### config.mk
export PLATFORM = sky130hd
export DESIGN_NAME = ccu_cmd_sched
export DESIGN_NICKNAME = d
export VERILOG_FILES = /design/src/rtl/ccu_cmd_sched.sv
export SDC_FILE = /design/constraint.sdc
export NUM_CORES = 1
export LEC_CHECK = 0
export ABC_AREA = 1
export BUFFER_PORTS_ARGS = -buffer_cell sky130_fd_sc_hd__buf_2
export CAP_MARGIN = 20
export CORE_ASPECT_RATIO = 0.7
export CORE_MARGIN = 8
export CORE_UTILIZATION = 37
export DETAILED_ROUTE_END_ITERATION = 16
export GPL_TIMING_DRIVEN = 0
export HOLD_SLACK_MARGIN = 0.02
export PLACE_DENSITY = 0.61
export SETUP_SLACK_MARGIN = 0.15
export SYNTH_ARGS = -nofsm -noshare
export SYNTH_HDL_FRONTEND = slang
export SYNTH_SLANG_ARGS = --single-unit
### constraint.sdc
create_clock -name clk -period 4.3 [get_ports clk]
set_clock_uncertainty 0.2 [all_clocks]
set_input_delay 0.215 -clock clk [delete_from_list [all_inputs] [get_ports clk]]
set_output_delay 0.215 -clock clk [all_outputs]
set_load 0.01 [all_outputs]
### src/rtl/ccu_cmd_sched.sv
// Two-requester command scheduler driving the CCU command bus.
// Optional macro CCU_SCHED_PRIO_EN selects fixed priority (requester 0 wins) over round-robin.
module ccu_cmd_sched #(
    parameter logic [7:0] NOP_CMD = 8'd0
) (
    input  logic        clk,
    input  logic        rst_n,
    input  logic        req0_valid,
    output logic        req0_ready,
    input  logic [7:0]  req0_cmd,
    input  logic [2:0]  req0_len,
    input  logic        req1_valid,
    output logic        req1_ready,
    input  logic [7:0]  req1_cmd,
    input  logic [2:0]  req1_len,
    output logic [7:0]  ccu_cmd,
    output logic        busy,
    output logic        grant_id,
    output logic [15:0] issued_cnt
);

    typedef enum logic [1:0] {StIdle, StHold, StGap} state_e;

    state_e     state_q;
    logic [2:0] hold_cnt_q;
    logic       last_grant_q;

    logic       can_accept;
    logic       winner;
    logic       accept;
    logic [7:0] win_cmd;
    logic [2:0] win_len;

    always_comb begin
        can_accept = rst_n && ((state_q == StIdle) || (state_q == StGap));
`ifdef CCU_SCHED_PRIO_EN
        winner = ~req0_valid;
`else
        // On a tie the requester that did not win last time gets the bus.
        if (req0_valid && req1_valid) begin
            winner = ~last_grant_q;
        end else begin
            winner = ~req0_valid;
        end
`endif
        req0_ready = can_accept && req0_valid && !winner;
        req1_ready = can_accept && req1_valid && winner;
        accept     = req0_ready || req1_ready;
        win_cmd    = winner ? req1_cmd : req0_cmd;
        win_len    = winner ? req1_len : req0_len;
    end

    always_ff @(posedge clk or negedge rst_n) begin
        if (!rst_n) begin
            state_q      <= StIdle;
            hold_cnt_q   <= 3'd0;
            last_grant_q <= 1'b1;
            ccu_cmd      <= NOP_CMD;
            busy         <= 1'b0;
            grant_id     <= 1'b0;
            issued_cnt   <= 16'd0;
        end else begin
            case (state_q)
                StHold: begin
                    if (hold_cnt_q == 3'd0) begin
                        state_q <= StGap;
                        ccu_cmd <= NOP_CMD;
                        busy    <= 1'b0;
                    end else begin
                        hold_cnt_q <= hold_cnt_q - 3'd1;
                    end
                end
                default: begin
                    if (accept) begin
                        state_q      <= StHold;
                        hold_cnt_q   <= win_len;
                        last_grant_q <= winner;
                        grant_id     <= winner;
                        ccu_cmd      <= win_cmd;
                        busy         <= 1'b1;
                        issued_cnt   <= issued_cnt + 16'd1;
                    end else begin
                        state_q <= StIdle;
                        ccu_cmd <= NOP_CMD;
                        busy    <= 1'b0;
                    end
                end
            endcase
        end
    end

endmodule
# After elaboration in Yosys (flattened, before gate mapping)
# Cells that the tools add are included.
# W data, S select, Z words.
# word_totals
regBits	32
inputBits	26
# op_classes
addsub	2
n_eq_ne	4
mux	15
bitwise_logic	3
n_reduce_logical	14
# ops
cell	count
$mux W8	4
$add A16 B1 Y16 const B	1
$mux W3	4
$logic_and A1 B1 Y1	6
$mux W1	5
$mux W2	2
$ne A2 B2 Y1 const B	2
$reduce_and A2 Y1	2
$logic_not A3 Y1	1
$not A1 Y1	3
$sub A3 B1 Y3 const B	1
$eq A2 B1 Y1 const B	1
$eq A2 B2 Y1 const B	1
$logic_not A2 Y1	1
$logic_or A1 B1 Y1	2
$reduce_bool A2 Y1	1
$logic_not A1 Y1	1

# Depth between registers and ports, before layout
# Gate-level depths: netlist of run 1.
# depth
word_depth	8
depth_mapped	9
depth_no_buf	9

# Worst setup path before layout of run 1
# OpenSTA, ideal clock, no wires.
# synth_timing
path_type	register -> register
start	register issued_cnt[0]
end	register issued_cnt[12]
arrival_time_ns	1.200
required_ns	3.983
slack_ns	2.783
path_stages_with_launch	9
n_path_buf	0
period_less_slack_ns	1.517
path_cell_list	dfrtp_1 ha_1 nand2_1 nor2_2 nand2_1 nor2_1 nand2_1 nand2_1 nand2_1
# synth_via
elab_chain_cells	1
# synth_lines
item	line_no	rtl
start, declared	19	output logic [15:0] issued_cnt
start signal, assigned	81	issued_cnt <= issued_cnt + 16'd1;
$add A16 B1 Y16	81	
# Every way passes these cells.
# A chain may end at the register's enable or synchronous reset.

# Worst setup path in the final report of run 1
# layout_timing
start	input rst_n
end	output req1_ready
# layout_via
elab_chain_cells	3
# layout_lines
item	line_no	rtl
start, declared	7	input logic rst_n,
$logic_and A1 B1 Y1	35	can_accept = rst_n && ((state_q == StIdle) || (state_q == StGap));
$logic_and A1 B1 Y1 (2 in series)	47	req1_ready = can_accept && req1_valid && winner;
end, declared	13	output logic req1_ready,
# Every way passes these cells.

==> results.md, run 1 <==
* Maximum clock path buffer count at 2
* Placement Cell Area at 0.00210 sq mm
* Hold-fix buffers, CTS at 9
* Crit Path Max Fanout at 34
* EDFF count, synth at 0
* CTS tree: yes
* Cts bufs inserted at 5
* IO buf count at 53
* Power Density at 487 mW/mm^2
* R2r setup slk at 2.65 ns
* Slowest CP cell: buf_2
* WP buf/inv at 3
* Crit Reg-Reg Endpoint: issued_cnt[10]
* CP arrival at about 2 ns
* Die X at 98.5 um
* Initial antenna violation count at 0
* Post-synth top area share at 0.426
* CP top delay family: buffers and inverters
* Initial core utilization at 0.377
* Stages on worst setup path at 5
* Placed cells at 340
* Non-filler instance count after layout at 357
* Io pins at 54
* Crit Path Class: in -> out
* Worst vdd ir at ~200 uV
* Setup violators final at 0
* Setup TNS Final at 0 ns
* Number of global-route vias before repair at 1,574
* Hpwl dp at 3350 um
* Drt wl/cell at between 10 and 15 um
* Cells on worst reg2reg path at 8
* Period utilisation layout at 0.554
* Yosys top cell by area: dfrtp_1
* Top cells by area, synth: dfrtp_1 43%, nand2_1 16%, inv_1 6.2%, nand3_1 6.0%, o211ai_1 3.4%
* Synth Flop Type: dfrtp_1
* Status: finished, final reports clean
* Worst Max-Slew Pin Slew at 0.745 ns
* Fmax at 0.420 GHz
* Area grow syn2layout at 28.7%
* Slew Limit Fails at 0
* Seq/Total Area, Yosys at 0.441
* RSZ-0062 raised after global routing: false
* Pwr Total at roughly 1.1 mW
* Worst path cell trace: dlygate4sd3_1, buf_2, nand3_1, nor2_1, buf_2
* Routability cong. at 0.778
* Post_cts resized at 0
* Syn Nets at 259
* Mapped cell area at 0.00176 sq mm
* Die Y at 73.8 um
* Worst setup SP type: input port
* Routed wire length at 4560 um
* Cell variety after synth at 24
* CP endpoint kind: output pin
* Site Rows at 21
* End of the worst hold path: ccu_cmd[5]
* Mean post-synth cell area at 7.66 sq um
* Nets@finish at 328
* First drt pass iteration count at 4
* Max cap viols at 0
* Fin area at 0.00227 sq mm
* Synth async-reset ratio at 1.00
* Via count at 1,631
* First-pass GRT wire length at around 7600 um
* Grt total ovfl at 0
* Clk_lat worst skew at 0.27 ns
* CP required at between 3 and 4 ns
* Final Hold Viols at 0
* HP Class: in -> reg
* Fin crit period at 2.38 ns
* Pin count of the biggest net entering global routing at 35
* Antenna viol nets, final at 0
* ANT cells at 0
* CTS HTree Levels at 2
* LEAKAGE at 1.25 nW
* Rel. slew slack at 0.503
* Initial DRC count at 80
* Delay of the slowest critical-path stage at 0.59 ns
* Die ar. at 0.00726 sq mm
* Post-Synthesis Cells at 230
* R2R Path Start: issued_cnt[0]
* Post CTS Setup Buffer Count at 0
* Clock slew at reported path FFs at 0.06 ns
* Post-route DRC at 0
* Total number of yosys warnings at 0
* Min-Delay Path Depth at 4
* #FFs+latches synth at 31
* CTS Sinks at 31
* Layout cell share with drive strength beyond 1 at 0.263
* Top cell by count, worst path: buf_2
* GRT Total Usage at 0.130
* Core area at 0.00468 sq mm
* HP Start: req0_cmd[5]
* Vias per cell at 4.57
* Clock Tree Root: clkbuf_8
==> cells by family (layout without fill, tap and decap cells) <==
| family | after synthesis | after routing | synth area share |
|---|---|---|---|
| AO/OA/AOI/OAI | 16 | 16 | 0.0568 |
| XOR/XNOR | 3 | 3 | 0.0149 |
| adder cells (fa/ha/maj) | 3 | 3 | 0.0213 |
| buffers and inverters | 35 | 105 | 0.0923 |
| flip-flops | 31 | 31 | 0.441 |
| AND/OR/NAND/NOR | 142 | 142 | 0.374 |
==> cells in the final DEF, fill, tap and decap left out, drive strengths merged <==
cell type	instances
o21ai	7
a21oi	1
o211ai	8
dfstp	1
nand3b	6
buf	58
or2	8
nand4	3
inv	30
ha	3
nand3	22
clkbuf	8
nor3	1
nand2	82
dlygate4sd3	9
nor2	20
xor2	3
dfrtp	30
==> where the power goes <==
group	switching (mW)	leakage, nW	internal, mW
sequential	0.0554	0.409	0.379
clock	0.101	0.0395	0.115
combinational	0.285	0.798	0.171
total	0.441	1.25	0.664
==> worst max path at each step <==
stage,from,to,slack (ns)
4_1_cts,rst_n,req1_ready,1.86
2_1_floorplan,issued_cnt[0],issued_cnt[12],2.78
3_3_place_gp,rst_n,issued_cnt[14],2.33
3_5_place_dp,rst_n,issued_cnt[14],2.30
6_report,rst_n,req1_ready,1.92
5_1_grt,rst_n,req1_ready,1.70
==> layer usage <==
metal | routed length [um] | global-route usage | up-vias | share of wire
li1 | - | - | 861 | -
met4 | 48 | 0.0406 | 0 | 0.011
met1 | 2350 | 0.177 | 723 | 0.52
met5 | 0 | 0 | - | 0
met3 | 308 | 0.0464 | 4 | 0.068
met2 | 1840 | 0.186 | 43 | 0.40
==> through the flow <==
stage / hold WS, ns / worst slack [ns] / util
2_1_floorplan: -0.281 / 2.78 / -
3_3_place_gp: 0.119 / 2.33 / 0.449
3_5_place_dp: 0.125 / 2.30 / 0.449
4_1_cts: 0.0726 / 1.86 / 0.485
5_1_grt: 0.0805 / 1.70 / 0.485
6_report: 0.0732 / 1.92 / 0.485
==> flip-flops by register name, summed over array words and instances, names as in the netlist <==
name,flops
issued_cnt,16
ccu_cmd,8
hold_cnt_q,3
state_q,2
grant_id,1
last_grant_q,1
==> layout make-up <==
type / count / area, sq um
Clock buffer: 8 / 80.1
Multi-Input combinational cell: 164 / 823
Sequential cell: 31 / 777
Buffer: 5 / 50.0
Timing Repair Buffer: 62 / 355
Inverter: 30 / 113
Tap cell: 57 / 71.3
Fill cell: 476 / 2410
==> synthesized netlist by cell type (2+ instances only) <==
| library cell | n |
|---|---|
| nand2_1 | 76 |
| dfrtp_1 | 30 |
| inv_1 | 29 |
| nand3_1 | 21 |
| nor2_1 | 15 |
| o211ai_1 | 8 |
| or2_0 | 7 |
| nand2_2 | 6 |
| nand3b_1 | 6 |
| o21ai_1 | 6 |
| buf_6 | 4 |
| ha_1 | 3 |
| nand4_1 | 3 |
| nor2_2 | 3 |
| xor2_1 | 3 |
| nor2_4 | 2 |
==> tightest hold or removal path: stages <==
cell and delay, ns:
buf_2 0.08, or2_2 0.09, o211ai_1 0.07, nand2_1 0.06
Note: power is estimated with default switching activity, not from simulation.
==> run 2: changes to the inputs <==
==> constraint.sdc (replaced) <==
create_clock -name clk -period 2.45 [get_ports clk]
set_clock_uncertainty 0.2 [all_clocks]
set_input_delay 0.1225 -clock clk [delete_from_list [all_inputs] [get_ports clk]]
set_output_delay 0.1225 -clock clk [all_outputs]
set_load 0.01 [all_outputs]
==> run 2 against run 1 <==
Clock-buffer cell count did not move; clock power up 76%; critical path depth stayed put; via count up 2.6%; highest routed layer unchanged; sequential share of layout area decreased by 1.5 points; final cell count up 2.8%.
==> results.md, run 2 (same netlist as run 1, synthesis figures left out) <==
* Initial DRC count at 80 (unchanged)
* First drt pass iteration count at 5 (was 4)
* Top reg by flops: issued_cnt (unchanged)
* Maximum clock path buffer count at 2 (unchanged)
* ANT cells at 0 (unchanged)
* Die X at 98.5 um (unchanged)
* CP arrival at 1.66 ns (was 1.97 ns)
* Core area at 0.00468 sq mm (unchanged)
* Initial core utilization at 0.377 (unchanged)
* Routed wire length at 4620 um (was 4560 um)
* Status: finished, final reports clean (unchanged)
* RSZ-0062 raised after global routing: false (unchanged)
* Regs by FF count: issued_cnt (16), ccu_cmd (8), hold_cnt_q (3) (unchanged)
* Routability cong. at 0.778 (unchanged)
* Layout cell share with drive strength beyond 1 at 0.255 (was 0.263)
* Crit Path Class: in -> out (unchanged)
* Die ar. at 0.00726 sq mm (unchanged)
* Pin count of the biggest net entering global routing at 35 (unchanged)
* Layout Utilization at 0.507 (was 0.485)
* CTS Sinks at 31 (unchanged)
* IO buf count at 53 (unchanged)
* Io pins at 54 (unchanged)
* Nets@finish at 338 (was 328)
* Hpwl dp at 3350 um (unchanged)
* HP Start: req1_len[2] (was req0_cmd[5])
* CP required at 2.13 ns (was 3.88 ns)
* Period utilisation layout at 0.810
* Setup TNS Final at 0 ns (unchanged)
* CTS tree: yes (unchanged)
* Rel. slew slack at 0.691 (was 0.503)
* Max cap viols at 0 (unchanged)
* Area grow syn2layout at 34.6% (was 28.7%)
* Via count at 1,674 (was 1,631)
* Post-route DRC at 0 (unchanged)
* Initial antenna violation count at 0 (unchanged)
* Clk_lat worst skew at 0.27 ns (about the same)
* Antenna viol nets, final at 0 (unchanged)
* Max reg flops at 16 (unchanged)
* Cts bufs inserted at 5 (unchanged)
* Hold slack at 0.0416 ns (was 0.0732 ns)
* Most frequent cells in the layout: 76 x nand2_1, 53 x buf_2, 30 x dfrtp_1, 29 x inv_1, 21 x nand3_1 (was 76 x nand2_1, 54 x buf_2, 30 x dfrtp_1, 29 x inv_1, 21 x nand3_1)
* Pwr Total at 1.95 mW (was 1.11 mW)
* Cells on worst reg2reg path at 8 (unchanged)
* Crit Reg-Reg Endpoint: issued_cnt[10] (unchanged)
* R2R Path Start: issued_cnt[0] (unchanged)
* Vias per cell at 4.56 (was 4.57)
* HP Class: in -> reg (unchanged)
* Number of global-route vias before repair at 1,610 (was 1,574)
* End of the worst hold path: hold_cnt_q[2] (was ccu_cmd[5])
* Worst setup margin at 0.466 ns (was 1.92 ns)
* LEAKAGE at 1.29 nW (was 1.25 nW)
* Most common cell after layout, fill and taps aside: nand2_1 (unchanged)
* Fin crit period at between 1.5 and 2 ns
* Drt wl/cell at 12.6 um (was 12.8 um)
* Fmax at 0.504 GHz
* R2r setup slk at 0.80 ns (was 2.65 ns)
* Crit Path Max Fanout at 34 (unchanged)
* GRT Total Usage at 0.132 (was 0.130)
* Worst setup SP type: input port (unchanged)
* Pre-CTS setup slack at 0.541 ns (was 2.30 ns)
* CP endpoint kind: output pin (unchanged)
* Die Y at 73.8 um (unchanged)
* CTS HTree Levels at 2 (unchanged)
* Grt total ovfl at 0 (unchanged)
* Setup violators final at 0 (unchanged)
* Min-Delay Path Depth at 7 (was 4)
* Slew Limit Fails at 0 (unchanged)
* Clock slew at reported path FFs at 0.06 ns (about the same)
* Worst vdd ir at 347 uV (was 198 uV)
* Site Rows at 21 (unchanged)
* Final Hold Viols at 0 (unchanged)
* Post CTS Setup Buffer Count at 0 (unchanged)
* First-pass GRT wire length at 7770 um (was 7590 um)
* Worst Max-Slew Pin Slew at 0.464 ns (was 0.745 ns)
* Clock Tree Root: clkbuf_8 (unchanged)
* Power Density at 823 mW/mm^2 (was 487 mW/mm^2)
run 2: worst max-delay path by stage:
stage | start | endpoint | slack, ns | cells past startpoint
after global routing | rst_n | req1_ready | 0.30 | 5
after CTS | rst_n | req1_ready | 0.20 | 5
after detailed placement | rst_n | issued_cnt[14] | 0.54 | 7
after floorplan | issued_cnt[0] | issued_cnt[12] | 0.93 | 8
after global placement | rst_n | issued_cnt[14] | 0.57 | 7
final | rst_n | req1_ready | 0.47 | 5
run 2: final cells by class:
cell class              count  area, sq um
fillers                   466         2300
multi-input cells         164          823
flip-flops and latches     31          777
repair buffers             72          458
inverters                  30          113
clock buffers               8         80.1
well taps                  57         71.3
plain buffers               5         50.0
run 2: routing by layer:
metal / up-vias / GRT usage / part of all wire
li1: 881 / - / -
met5: - / 0 / 0
met3: 2 / 0.0426 / 0.066
met4: 0 / 0.0355 / 0.0067
met2: 47 / 0.193 / 0.41
met1: 744 / 0.182 / 0.52
run 2: what timing repair did:
action,CTS,global route
endpoints found under the hold margin,40,0
hold buffers,19,0
endpoints found under the setup margin,0,25
resized for setup,0,1
run 2: power breakdown:
| group | switching [mW] | total [mW] | internal [mW] | leakage, nW |
|---|---|---|---|---|
| registers | 0.0971 | 0.761 | 0.664 | 0.409 |
| clock network | 0.177 | 0.378 | 0.201 | 0.0395 |
| logic | 0.502 | 0.813 | 0.310 | 0.840 |
run 2: per-stage QoR:
stage | cell area, sq um | std cells
after floorplan | 1760 | 230
after global placement | 2100 | 340
after detailed placement | 2100 | 340
after CTS | 2370 | 367
after global routing | 2370 | 367
final | 2370 | 367
run 2: worst max-delay path, stage by stage:
cell and delay (ns):
dlygate4sd3_1 0.52, clkbuf_4 0.42, nand3_1 0.22, nor2_1 0.20, buf_2 0.16
==> run 3: changes to the inputs <==
--- a/config.mk
+++ b/config.mk
@@ -5,7 +5,7 @@
 export SDC_FILE = /design/constraint.sdc
 export NUM_CORES = 1
 export LEC_CHECK = 0
-export ABC_AREA = 1
+export ABC_AREA = 0
 export BUFFER_PORTS_ARGS = -buffer_cell sky130_fd_sc_hd__buf_2
 export CAP_MARGIN = 20
 export CORE_ASPECT_RATIO = 0.7
@@ -14,7 +14,7 @@
 export DETAILED_ROUTE_END_ITERATION = 16
 export GPL_TIMING_DRIVEN = 0
 export HOLD_SLACK_MARGIN = 0.02
-export PLACE_DENSITY = 0.61
+export PLACE_DENSITY = 0.62
 export SETUP_SLACK_MARGIN = 0.15
 export SYNTH_ARGS = -nofsm -noshare
 export SYNTH_HDL_FRONTEND = slang
==> constraint.sdc (replaced) <==
create_clock -name clk -period 1.95 [get_ports clk]
set_clock_uncertainty 0.2 [all_clocks]
set_input_delay 0.0975 -clock clk [delete_from_list [all_inputs] [get_ports clk]]
set_output_delay 0.0975 -clock clk [all_outputs]
set_load 0.01 [all_outputs]
==> run 3 against run 2 <==
Power increased by 40%; area after synthesis fell by 15%; core utilization up 8.8 points; largest power group unchanged; final cell count is 21% lower.
==> results.md, run 3 <==
* CP required at 1.92 ns (was 2.13 ns)
* Synth async-reset ratio at 1.00 (unchanged)
* Final Hold Viols at 0 (unchanged)
* Regs by FF count: issued_cnt (16), ccu_cmd (8), hold_cnt_q (3) (unchanged)
* R2R Path Start: issued_cnt[1] (was issued_cnt[0])
* Setup violators final at 0 (unchanged)
* Rel. slew slack at 0.646 (was 0.691)
* Grt met3 use at 0.0432 (was 0.0426)
* Drt wl/cell at 13.8 um (was 12.6 um)
* Pre-CTS setup slack at -0.0671 ns (was 0.541 ns)
* Fin crit period at around 1.8 ns
* Hold slack at 0.0506 ns (was 0.0416 ns)
* Total number of yosys warnings at 0 (unchanged)
* Power Density at 1180 mW/mm^2 (was 823 mW/mm^2)
* Top cells by area, synth: dfrtp_1 50%, xnor2_1 7.0%, mux2i_1 6.7%, nand2_1 5.5%, o21ai_0 4.0% (was dfrtp_1 43%, nand2_1 16%, inv_1 6.2%, nand3_1 6.0%, o211ai_1 3.4%)
* Hpwl dp at 2550 um (was 3350 um)
* Vias per cell at 4.55 (was 4.56)
* Cts bufs inserted at 5 (unchanged)
* Maximum clock path buffer count at 2 (unchanged)
* Clock slew at reported path FFs at 0.07 ns (was 0.06 ns)
* Nets@finish at 267 (was 338)
* Launch point of the critical path: issued_cnt[1] (was rst_n)
* Count leader, synth: dfrtp_1 (was nand2_1)
* Max reg flops at 16 (unchanged)
* Clock Power Share at 0.239 (was 0.194)
* Io pins at 54 (unchanged)
* Worst setup SP type: flop (was input port)
* Initial antenna violation count at 0 (unchanged)
* ANT cells at 0 (unchanged)
* CP top delay family: simple AND/OR/NAND/NOR gates (was buffers and inverters)
* Core area at 0.00390 sq mm (was 0.00468 sq mm)
* Routability cong. at 0.700 (was 0.778)
* GR Util met2 at 0.191 (was 0.193)
* Top post-synthesis cells by count: 30 x dfrtp_1, 22 x nand2_1, 12 x o21ai_0, 12 x xnor2_1, 10 x mux2i_1 (was 76 x nand2_1, 30 x dfrtp_1, 29 x inv_1)
* Slowest CP cell: dfrtp_1 (was dlygate4sd3_1)
* Delay of the slowest critical-path stage at 0.41 ns (was 0.52 ns)
* Fin area at 0.00232 sq mm (was 0.00237 sq mm)
* Seq/Total Area, Yosys at 0.517 (was 0.441)
* Mapped cell area at 0.00150 sq mm (was 0.00176 sq mm)
* Initial core utilization at 0.385 (was 0.377)
* Site Rows at 19 (was 21)
* Stages on worst setup path at 6 (was 5)
* Pwr Total at 2.73 mW (was 1.95 mW)
* Seq. cell area at 778 sq um (was 777 sq um)
* LEAKAGE at 1.18 nW (was 1.29 nW)
* Psw at 0.971 mW (was 0.776 mW)
* Post-route DRC at 0 (unchanged)
* GRT Total Usage at 0.123 (was 0.132)
* Min-Delay Path Depth at 5 (was 7)
* Mean post-synth cell area at 10.5 sq um (was 7.66 sq um)
* Slew Limit Fails at 0 (unchanged)
* Layout cell share with drive strength beyond 1 at 0.351 (was 0.255)
* Multi-input gate area at 692 sq um (was 823 sq um)
* HP Start: req0_len[1] (was req1_len[2])
* First-pass GRT wire length at 6290 um (was 7770 um)
* Area grow syn2layout at 54.5% (was 34.6%)
* Fmax at 0.570 GHz
* IO buf count at 53 (unchanged)
* Number of global-route vias before repair at 1,280 (was 1,610)
* Post-synth top area share at 0.500 (was 0.426)
* Worst Max-Slew Pin Slew at 0.529 ns (was 0.464 ns)
* Die Y at 69.3 um (was 73.8 um)
* CTS tree: yes (unchanged)
* # fillers at 341 (was 466)
* Comb pwr share at 0.388 (was 0.416)
* Initial DRC count at 33 (was 80)
* Antenna viol nets, final at 0 (unchanged)
* Via count at 1,324 (was 1,674)
* Internal at 1.76 mW (was 1.18 mW)
* Top reg by flops: issued_cnt (unchanged)
* M1 GR Usage at 0.152 (was 0.182)
* Post-Synthesis Cells at 143 (was 230)
* Die ar. at 0.00639 sq mm (was 0.00726 sq mm)
* #FFs+latches synth at 31 (unchanged)
* Placement Cell Area at 0.00183 sq mm (was 0.00210 sq mm)
* Max cap viols at 0 (unchanged)
* Cells on worst reg2reg path at 6 (was 8)
* Crit Path Max Fanout at 5 (was 34)
* First drt pass iteration count at 4 (was 5)
* Worst vdd ir at 718 uV (was 347 uV)
* Crit Path Class: reg -> reg (was in -> out)
* CP endpoint kind: flop (was output pin)
* Status: finished, final reports clean (unchanged)
* Most common cell after layout, fill and taps aside: buf_2 (was nand2_1)
* Seq pwr share at 0.373 (was 0.390)
* WP buf/inv at 2 (was 3)
* HP Class: in -> reg (unchanged)
* RSZ-0062 raised after global routing: false (unchanged)
* Clock Tree Root: clkbuf_8 (unchanged)
* Syn Nets at 172 (was 259)
* Cell variety after synth at 29 (was 24)
* Grt total ovfl at 0 (unchanged)
* Routed wire length at 4000 um (was 4620 um)
* Worst path cell trace: buf_4, nand4_1, nor4_4, buf_4, nand4_1, xnor2_1 (was dlygate4sd3_1, clkbuf_4, nand3_1, nor2_1, buf_2)
* Worst setup margin at 0.196 ns (was 0.466 ns)
* Period utilisation layout at 0.899
* CTS Sinks at 31 (unchanged)
* CTS HTree Levels at 2 (unchanged)
* Synth Flop Type: dfrtp_1 (unchanged)
* EDFF count, synth at 0 (unchanged)
* CP arrival at 1.72 ns (was 1.66 ns)
* Die X at 92.2 um (was 98.5 um)
* Switch share at 0.356 (was 0.397)
* Yosys top cell by area: dfrtp_1 (unchanged)
* Most frequent cells in the layout: 53 x buf_2, 29 x dfrtp_1, 24 x dlygate4sd3_1, 22 x nand2_1, 12 x xnor2_1 (was 76 x nand2_1, 53 x buf_2, 30 x dfrtp_1, 29 x inv_1, 21 x nand3_1)
* GRT Max-Usage Layer: met2 (unchanged)
* Pin count of the biggest net entering global routing at 34 (was 35)
* Clk_lat worst skew at 0.28 ns (was 0.27 ns)
-- run 3: changes by cell type after synthesis, sizes merged, moves of 10 or more --
| cell | previous run | this run |
|---|---|---|
| nor2 | 20 | 8 |
| nand2 | 82 | 22 |
| mux2i | 0 | 10 |
| inv | 30 | 5 |
| xnor2 | 0 | 12 |
| nand3 | 22 | 5 |
-- run 3: final cells by class --
class                      count  area share
buffer                         4      0.0146
clock buffer                   6      0.0356
clock inverter                 2      0.0151
inverter                       5     0.00809
multi-input combinational    103       0.298
sequential                    31       0.335
tap                           52      0.0280
timing repair buffer          88       0.265
-- run 3: metal layers --
metal / vias to the layer above / wire [um] / share of wire
met5: - / 0 / 0
met1: 605 / 1750 / 0.44
met3: 9 / 226 / 0.056
met4: 0 / 79 / 0.020
li1: 678 / - / -
met2: 32 / 1950 / 0.49
-- run 3: what timing repair did --
action | 4_1_cts | 5_1_grt
endpoints found under the hold margin | 43 | 31
hold buffers | 23 | 2
gates resized for setup | 3 | 5
endpoints found under the setup margin | 1 | 20
pin swaps | 0 | 3
buffers inserted | 0 | 10
-- run 3: tightest hold or removal path, cell delays in order --
cell	delay (ns)
buf_2	0.09
nand2_1	0.05
o21ai_0	0.06
a21oi_1	0.11
o22ai_1	0.08
-- run 3: kinds of logic after synthesis --
family / after synthesis / synth area share
buf+inv: 9 / 0.0291
simple gates: 54 / 0.197
compound gates: 21 / 0.0783
xor+xnor: 15 / 0.0874
flops: 31 / 0.517
mux: 10 / 0.0666
fa+ha+maj: 3 / 0.0250
-- run 3: power by group through the flow --
stage / Clock, mW / Combinational, mW / Sequential (mW)
global route: 0.694 / 1.18 / 1.04
floorplan: 0 / 0.536 / 1.08
finish: 0.653 / 1.06 / 1.02
global placement: 0 / 0.933 / 1.02
CTS: 0.662 / 0.988 / 1.02
detailed placement: 0 / 0.936 / 1.03
-- run 3: worst paths after layout --
check                                       to  slack (ns)
worst max-delay path            issued_cnt[13]        0.20
worst min-delay path             hold_cnt_q[1]        0.05
worst max register to register  issued_cnt[13]        0.20
worst min register to register  issued_cnt[15]        0.27
max in group asynchronous         last_grant_q        1.04
min in group asynchronous        issued_cnt[9]        0.26
-- run 3: stage by stage --
step / setup TNS (ns) / std cells / utilization
after floorplan: 0 / 143 / -
after global placement: -0.440 / 248 / 0.470
after detailed placement: -0.693 / 248 / 0.470
after CTS: 0 / 279 / 0.562
after global routing: 0 / 291 / 0.595
final: 0 / 291 / 0.595
